File: src/rtl/note_sequencer.sv
// note_sequencer
//   Walks a song stored in an external word memory. Each word carries a length code in
//   bits [7:5] (note lasts L+1 beats) and a note index in bits [4:0] (0 = rest). For every
//   word the sequencer issues a one-cycle fetch, waits a bounded time for the memory to
//   answer, sounds the note for its length, then inserts a short silent articulation gap.
//
// Ports
//   clk, rst_n        clock (rising edge) and asynchronous active-low reset
//   i_start           level: begin playback when idle
//   i_pause           level: freeze note/gap timing while high
//   i_stop            level: abort playback (wins over i_start)
//   o_read_en         one-cycle fetch request to the memory unit
//   o_read_rst        one-cycle rewind of the memory read pointer
//   i_data_in         memory word, qualified by i_output_ready
//   i_output_ready    memory word is valid (only honoured while waiting for a word)
//   i_duration        number of words in the song
//   o_note_out        latched note index for the tone generator
//   o_note_valid      tone is sounding
//   o_index           words consumed so far (saturating)
//   o_busy            sequencer is not idle
//   o_done            one-cycle pulse at song end or on memory timeout
//   o_error           sticky memory-timeout flag, cleared by the next real start
module note_sequencer #(
   parameter int unsigned DATA_WIDTH    = 8,
   parameter int unsigned MAX_DEPTH_BIT = 8,
   parameter int unsigned BEAT_TICKS    = 25_000_000,
   parameter int unsigned GAP_TICKS     = 2_500_000,
   parameter int unsigned WAIT_LIMIT    = 16
) (
   input  logic                     clk,
   input  logic                     rst_n,
   input  logic                     i_start,
   input  logic                     i_pause,
   input  logic                     i_stop,
   output logic                     o_read_en,
   output logic                     o_read_rst,
   input  logic [DATA_WIDTH-1:0]    i_data_in,
   input  logic                     i_output_ready,
   input  logic [MAX_DEPTH_BIT-1:0] i_duration,
   output logic [4:0]               o_note_out,
   output logic                     o_note_valid,
   output logic [MAX_DEPTH_BIT-1:0] o_index,
   output logic                     o_busy,
   output logic                     o_done,
   output logic                     o_error
);

   // Longest note is 8 beats; the counter also has to hold the gap length.
   localparam int unsigned PlayMax = 8 * BEAT_TICKS;
   localparam int unsigned CntMax  = (PlayMax > GAP_TICKS) ? PlayMax : GAP_TICKS;
   localparam int unsigned CntW    = $clog2(CntMax + 1);
   localparam int unsigned WaitW   = (WAIT_LIMIT > 1) ? $clog2(WAIT_LIMIT) : 1;

   localparam logic [CntW-1:0]  BeatCnt  = CntW'(BEAT_TICKS);
   localparam logic [CntW-1:0]  GapCnt   = CntW'(GAP_TICKS);
   localparam logic [CntW-1:0]  CntOne   = CntW'(1);
   localparam logic [WaitW-1:0] WaitLast = WaitW'(WAIT_LIMIT - 1);
   localparam logic [WaitW-1:0] WaitOne  = WaitW'(1);
   localparam logic [MAX_DEPTH_BIT-1:0] IdxOne = MAX_DEPTH_BIT'(1);

   typedef enum logic [2:0] {
      StIdle,
      StFetch,
      StWait,
      StPlay,
      StGap,
      StDone
   } state_e;

   state_e                   r_state;
   logic [CntW-1:0]          r_cnt;
   logic [WaitW-1:0]         r_wait_cnt;
   logic [4:0]               r_note;
   logic [MAX_DEPTH_BIT-1:0] r_index;
   logic                     r_error;
   logic                     r_read_rst;

   state_e                   w_state_next;
   logic [CntW-1:0]          w_cnt_next;
   logic [WaitW-1:0]         w_wait_cnt_next;
   logic [4:0]               w_note_next;
   logic [MAX_DEPTH_BIT-1:0] w_index_next;
   logic                     w_error_next;
   logic                     w_read_rst_next;

   logic [2:0]               w_len;
   logic [CntW-1:0]          w_play_load;

   assign w_len       = i_data_in[7:5];
   assign w_play_load = (CntW'(w_len) + CntOne) * BeatCnt;

   always_comb begin
      w_state_next    = r_state;
      w_cnt_next      = r_cnt;
      w_wait_cnt_next = r_wait_cnt;
      w_note_next     = r_note;
      w_index_next    = r_index;
      w_error_next    = r_error;
      w_read_rst_next = 1'b0;

      if (i_stop) begin
         w_state_next    = StIdle;
         w_read_rst_next = 1'b1;
         w_cnt_next      = '0;
         w_wait_cnt_next = '0;
      end else begin
         unique case (r_state)
            StIdle: begin
               if (i_start) begin
                  if (i_duration != '0) begin
                     w_state_next    = StFetch;
                     w_read_rst_next = 1'b1;
                     w_index_next    = '0;
                     w_error_next    = 1'b0;
                  end else begin
                     w_state_next = StDone;
                  end
               end
            end
            StFetch: begin
               w_state_next    = StWait;
               w_wait_cnt_next = '0;
            end
            StWait: begin
               if (i_output_ready) begin
                  w_note_next  = i_data_in[4:0];
                  w_index_next = (r_index == '1) ? r_index : r_index + IdxOne;
                  w_cnt_next   = w_play_load;
                  w_state_next = StPlay;
               end else if (r_wait_cnt == WaitLast) begin
                  w_error_next = 1'b1;
                  w_state_next = StDone;
               end else begin
                  w_wait_cnt_next = r_wait_cnt + WaitOne;
               end
            end
            StPlay: begin
               if (!i_pause) begin
                  // Leave on the cycle the count would reach zero, so PLAY lasts exactly
                  // the loaded number of unpaused cycles.
                  if (r_cnt <= CntOne) begin
                     w_cnt_next   = GapCnt;
                     w_state_next = StGap;
                  end else begin
                     w_cnt_next = r_cnt - CntOne;
                  end
               end
            end
            StGap: begin
               if (!i_pause) begin
                  if (r_cnt <= CntOne) begin
                     w_cnt_next   = '0;
                     w_state_next = (r_index < i_duration) ? StFetch : StDone;
                  end else begin
                     w_cnt_next = r_cnt - CntOne;
                  end
               end
            end
            StDone: begin
               w_state_next = StIdle;
            end
            default: begin
               w_state_next = StIdle;
            end
         endcase
      end
   end

   always_ff @(posedge clk or negedge rst_n) begin
      if (!rst_n) begin
         r_state    <= StIdle;
         r_cnt      <= '0;
         r_wait_cnt <= '0;
         r_note     <= '0;
         r_index    <= '0;
         r_error    <= 1'b0;
         r_read_rst <= 1'b0;
      end else begin
         r_state    <= w_state_next;
         r_cnt      <= w_cnt_next;
         r_wait_cnt <= w_wait_cnt_next;
         r_note     <= w_note_next;
         r_index    <= w_index_next;
         r_error    <= w_error_next;
         r_read_rst <= w_read_rst_next;
      end
   end

   assign o_read_en    = (r_state == StFetch);
   assign o_read_rst   = r_read_rst;
   assign o_note_out   = r_note;
   assign o_note_valid = (r_state == StPlay) && (r_note != 5'd0) && !i_pause;
   assign o_index      = r_index;
   assign o_busy       = (r_state != StIdle);
   assign o_done       = (r_state == StDone);
   assign o_error      = r_error;

endmodule

File: config.mk
export PLATFORM = sky130hd
export DESIGN_NAME = note_sequencer
export DESIGN_NICKNAME = d
export VERILOG_FILES = /design/src/rtl/note_sequencer.sv
export SDC_FILE = /design/constraint.sdc
export NUM_CORES = 1
export LEC_CHECK = 0
export ABC_AREA = 1
export CORE_ASPECT_RATIO = 0.5
export CORE_MARGIN = 2
export CORE_UTILIZATION = 29
export DETAILED_ROUTE_END_ITERATION = 12
export GPL_TIMING_DRIVEN = 0
export SETUP_SLACK_MARGIN = 0.05
export SYNTH_ARGS = -nofsm -noshare
export SYNTH_HDL_FRONTEND = slang
export SYNTH_SLANG_ARGS = --single-unit
File: constraint.sdc
create_clock -name clk -period 1.9 [get_ports clk]
set_input_delay 0.38 -clock clk [delete_from_list [all_inputs] [get_ports clk]]
set_output_delay 0.38 -clock clk [all_outputs]
set_load 0.05 [all_outputs]
# Word-level counts from Yosys, hierarchy flattened
# Cells that the tools add are included.
dict set report totals {
  regBits 50
  in_bits 22
  word_cells 89
}
dict set report classes {
  addsub 4
  n_mul 1
  order_cmp 2
  eq_ne 22
  n_mux 36
  n_bitwise 1
  reduce_logical 16
}
# cell n
set ops {}
lappend ops {{$mux W28} 6}
lappend ops {{$pmux W28 S3} 1}
lappend ops {{$mux W8} 4}
lappend ops {{$mux W3} 10}
lappend ops {{$le A28 B1 Y1 const B} 1}
lappend ops {{$sub A28 B1 Y28 const B} 1}
lappend ops {{$ne A3 B3 Y1 const B} 8}
lappend ops {{$mul A4 B19 Y22 const B} 1}
lappend ops {{$reduce_and A6 Y1} 3}
lappend ops {{$pmux W8 S2} 1}
lappend ops {{$pmux W3 S5} 1}
lappend ops {{$mux W4} 3}
lappend ops {{$ne A2 B2 Y1 const B} 6}
lappend ops {{$add A8 B1 Y8 const B} 1}
lappend ops {{$eq A8 B8 Y1 const B} 1}
lappend ops {{$lt A8 B8 Y1} 1}
lappend ops {{$mux W1} 8}
lappend ops {{$pmux W4 S2} 1}
lappend ops {{$reduce_bool A8 Y1} 1}
lappend ops {{$eq A3 B2 Y1 const B} 2}
lappend ops {{$eq A3 B3 Y1 const B} 2}
lappend ops {{$reduce_and A3 Y1} 2}
lappend ops {{$reduce_bool A3 Y1} 2}
lappend ops {{$reduce_bool A5 Y1} 1}
lappend ops {{13 further kinds} 14}

# Depth between registers and ports, before layout
dict set report logic_depth {
  word_depth 6
  depth_mapped 22
  depth_no_buf 22
}

# Worst setup path before layout
# No wires, ideal clock.
dict set report synth_timing {
  kind {input-to-reg}
  from {input i_data_in[5]}
  to {register r_cnt[27]}
  setup_time_ns 0.117
  t_arrival_ns 3.324
  path_slack_ns -1.542
  path_stages 18
  cell_sequence {clkbuf_1 -> inv_1 -> ha_1 -> inv_1 -> ha_1 -> inv_1 -> fa_1 -> fa_1 -> inv_1 -> nand3_1 -> nand2_1 -> nand2_1 -> nand2_1 -> nand2_1 -> nand3_1 -> nand3_1 -> nand3_1 -> nand2_1}
}
dict set report synth_between {
  elab_chain_cells 5
}
# element line_no
set synth_rtl {}
lappend synth_rtl {{start, declared} 37} ;# input logic [DATA_WIDTH-1:0] i_data_in,
lappend synth_rtl {{$add A3 B1 Y4} 90} ;# assign w_play_load = (CntW'(w_len) + CntOne) * BeatCnt;
lappend synth_rtl {{$mul A4 B19 Y22} 90}
lappend synth_rtl {{$mux W28} 125} ;# if (i_output_ready) begin
lappend synth_rtl {{$pmux W28 S3} 107} ;# unique case (r_state)
lappend synth_rtl {{$mux W28} 101} ;# if (i_stop) begin
lappend synth_rtl {{end signal, assigned} 180} ;# r_cnt <= w_cnt_next;
lappend synth_rtl {{end, declared} 71} ;# logic [CntW-1:0] r_cnt;
# No other way between the ends. The select of a mux whose other input is x is not followed.
# A chain may end at the register's enable or synchronous reset.

# Worst setup path after layout
# Same ends and word-level chain as after synthesis.

==> metrics.log <==
INFO  metric outcome = finished with violations
INFO  metric violations = setup timing
INFO  metric synth_commonest_cells = nand2_1, inv_1, nor2_1
INFO  metric yosys_warnings = 0
INFO  metric routedWlPerCell = 13.4 um
INFO  metric hpwlAfterDp = 10.2 mm
INFO  metric globalRouteOverflowTotal = 0
INFO  metric die_width = about 180 um
INFO  metric power.switching = 0.00466 W
INFO  metric worstSkewPairLatency = 0.29 ns
INFO  metric io_pins = roughly 40
INFO  metric synthDistinctLibCells = 36
INFO  metric synth_top_cells_by_area = dfrtp_1, nand2_1, inv_1, ha_1, nand3_1
INFO  metric power.density_cell_area = 1340 nW/um^2
INFO  metric dieHeight = 94.1 um
INFO  metric dpl_worst_slack = -2.09 ns
INFO  metric synth-async-reset-ratio = 100%
INFO  metric max-vdd-ir-drop = 0.705 mV
INFO  metric routed_wirelength = ~14 mm
INFO  metric diodes = 0
INFO  metric rows = 32
INFO  metric drt-initial-drc-count = 351
INFO  metric yosys.cell_count.top_type = nand2_1
INFO  metric first_global_vias = 4832
INFO  metric worstSetupStartpoint = i_data_in[5]
INFO  metric mappedNetlistArea = 4710 sq um
INFO  metric max_freq = around 0.36 GHz
INFO  metric reg2reg_from = r_state[2]
INFO  metric synth.yosys.seq_area_share = 26.6%
INFO  metric vias_per_cell = 4.74
INFO  metric gr-usage-all-layers = 16.5%
INFO  metric totalNegativeSetupSlack = -12.20 ns
INFO  metric nets = 890
INFO  metric clkPwrFrac = 10.8%
INFO  metric clkSlewWorstSetupHoldPaths = approximately 0.07 ns
INFO  metric ys_ff_latch = 50
INFO  metric clock_path_buffers = 2
INFO  metric tightest_slew = 0.592 ns
INFO  metric placeableCoreArea = 15700 sq um
INFO  metric finalWorstPathRequiredPeriod = 2.79 ns
INFO  metric routed-via-count = 4989
INFO  metric final_core_utilization = 42.1%
INFO  metric crit_required = ~2.1 ns
INFO  metric cp-start-kind = primary input
INFO  metric synthToLayoutAreaGrowth = 39.9%
INFO  metric synth_edf_count = 0
INFO  metric buffer_ports.inserted = 40
INFO  metric setup_violations_final = 15
INFO  metric timing.critical_path.to_type = flop
INFO  metric rsz0062_at_grt = yes
INFO  metric layout_setup_ws = -0.893 ns
INFO  metric grt_start_max_net_pins = 28
INFO  metric seqPwrFrac = between 20% and 30%
INFO  metric final_min_period_over_clock_period = 147%
INFO  metric power_frac_comb = 68.0%
INFO  metric p_leak = 3.39 nW
INFO  metric antenna_violating_nets_post_route = 0
INFO  metric gp_congestion = between 0.9 and 1
INFO  metric synthesis.nets = 801
INFO  metric tritoncts = yes
INFO  metric effective_utilization_at_floorplan = 30.1%
INFO  metric area_share_of_the_leading_cell_type_in_the_synthesized_netlist = 26.6%
INFO  metric maxCapViolCount = 0
INFO  metric cts.sink_count = 50
INFO  metric syn_inst = 741
INFO  metric clock_skew = 0.00333 ns
INFO  metric die-area = 17300 sq um
INFO  metric finalMaxSlewViolations = 0
INFO  metric slew-limit-headroom = between 60 and 70%
INFO  metric synth_top_cell_by_area = dfrtp_1
INFO  metric share_of_layout_cells_above_drive_strength_1 = roughly a quarter
INFO  metric htree_num_levels = 2
INFO  metric wire_length_of_the_first_global_routing_pass = 23.0 mm
INFO  metric power_report.internal_total = 0.00416 W
INFO  metric cts-buffers-inserted = 5
INFO  metric cell_chosen_for_the_clock_root = clkbuf_16
INFO  metric endpoints_failing_hold = 0
INFO  metric average_cell_area_after_synthesis = ~6.4 sq um
INFO  metric yosys_most_used_dff = dfrtp_1
INFO  metric number_of_antenna_violations_at_the_first_check_in_global_routing = 0
INFO  metric crit_arrival = 2.98 ns
INFO  metric switching_share = between 50% and 60%
INFO  metric post-route-drc-count = 0
INFO  metric post_cts_hold_buffer_count = 0
INFO  metric worst_hold_path_type = primary input to asynchronous set/reset pin
INFO  metric path_class = primary input to flop
INFO  metric firstDrtPassIters = 5
INFO  metric crit_path_max_fanout = 4
per-layer routing:
metal	vias up	global-route usage (%)	routed length (um)
met2	131	28.0	6420
met4	0	3.53	301
met1	2329	22.4	6710
li1	2502	-	-
met3	27	2.44	651
met5	-	0	0
registers in the layout, indices dropped and copies added, names as in the netlist:
name,count
r_cnt,28
o_error,1
o_note_out,5
o_read_rst,1
o_index,8
r_state,3
r_wait_cnt,4
worst max-delay path: stages:
cell,delay (ns)
buf_12,0.11
ha_4,0.17
xor2_4,0.15
inv_2,0.06
nand2_2,0.05
o21ai_2,0.06
inv_2,0.06
ha_4,0.28
inv_4,0.04
fa_2,0.58
inv_4,0.06
ha_4,0.30
nand2_4,0.07
nor2_2,0.12
and2_4,0.16
nand2_2,0.06
nand3_2,0.06
nand3_1,0.08
nand3_1,0.09
nand2_1,0.05
cell type report:
cell class,count,area [sq um]
clock inverter,2,17.5
tap,221,277
sequential,50,1250
multi-input combinational,567,3640
inverter,115,452
buffer,9,82.6
fill,1588,9060
clock buffer,6,139
timing repair buffer,82,731
kinds of logic (layout without fill, tap and decap cells):
logic type	count (synthesis)	after routing	share of synthesized area (%)
buf+inv	124	214	10.2
fa+ha+maj	38	38	11.1
xor+xnor	21	21	3.91
simple gates	439	439	39.3
flops	50	50	26.6
mux	5	5	1.20
compound gates	64	64	7.81
cell usage in the layout, fill, tap and decap left out, types with 4 or more instances in the layout:
master / n
buf_2: 6
buf_4: 37
clkdlybuf4s50_1: 16
nand3_4: 6
nor3_1: 5
a21oi_1: 9
inv_2: 20
o21ai_0: 18
dfrtp_1: 48
nor2_2: 14
o21ai_1: 7
a21oi_2: 8
inv_1: 91
xor2_1: 11
ha_4: 14
nand3_1: 45
nand2_4: 13
nand3_2: 19
nor2_1: 71
mux2_2: 5
nand2_1: 225
o21bai_1: 6
nand4_1: 9
clkbuf_16: 6
dlygate4sd2_1: 14
nor2_4: 7
o211ai_1: 4
buf_6: 8
xnor2_1: 7
nand2_2: 18
ha_1: 18
stage by stage:
stage	hold slack (ns)	instances	total power (W)	instance area (sq um)
5_1_grt	0.126	1052	0.00958	6590
3_3_place_gp	0.489	1002	0.00671	5550
6_report	0.0825	1052	0.00881	6590
3_5_place_dp	0.418	1003	0.00677	5570
4_1_cts	0.106	1044	0.00821	6230
2_1_floorplan	0.0844	741	0.00547	4880
power groups by stage:
stage          registers, W  logic [W]  clock network [W]
6_report            0.00187    0.00599           0.000954
5_1_grt             0.00192    0.00664            0.00103
4_1_cts             0.00182    0.00542           0.000975
3_5_place_dp        0.00183    0.00494                  0
3_3_place_gp        0.00182    0.00489                  0
2_1_floorplan       0.00199    0.00347                  0
repair_timing:
item | 4_1_cts | 5_1_grt
gates resized for setup | 120 | 85
cloned | 0 | 0
endpoints found under the setup margin | 55 | 45
setup buffers | 33 | 10
pin swaps | 51 | 44
final timing paths:
check,end,depth (start not counted),slack (ns)
max,r_cnt[27],20,-0.89
min reg2reg,o_error,2,0.50
min,r_cnt[27],1,0.08
max in group asynchronous,r_state[1],2,1.25
min in group clk,o_error,2,0.50
max reg2reg,r_cnt[19],8,0.07
Power figures use the tool's default switching activity.
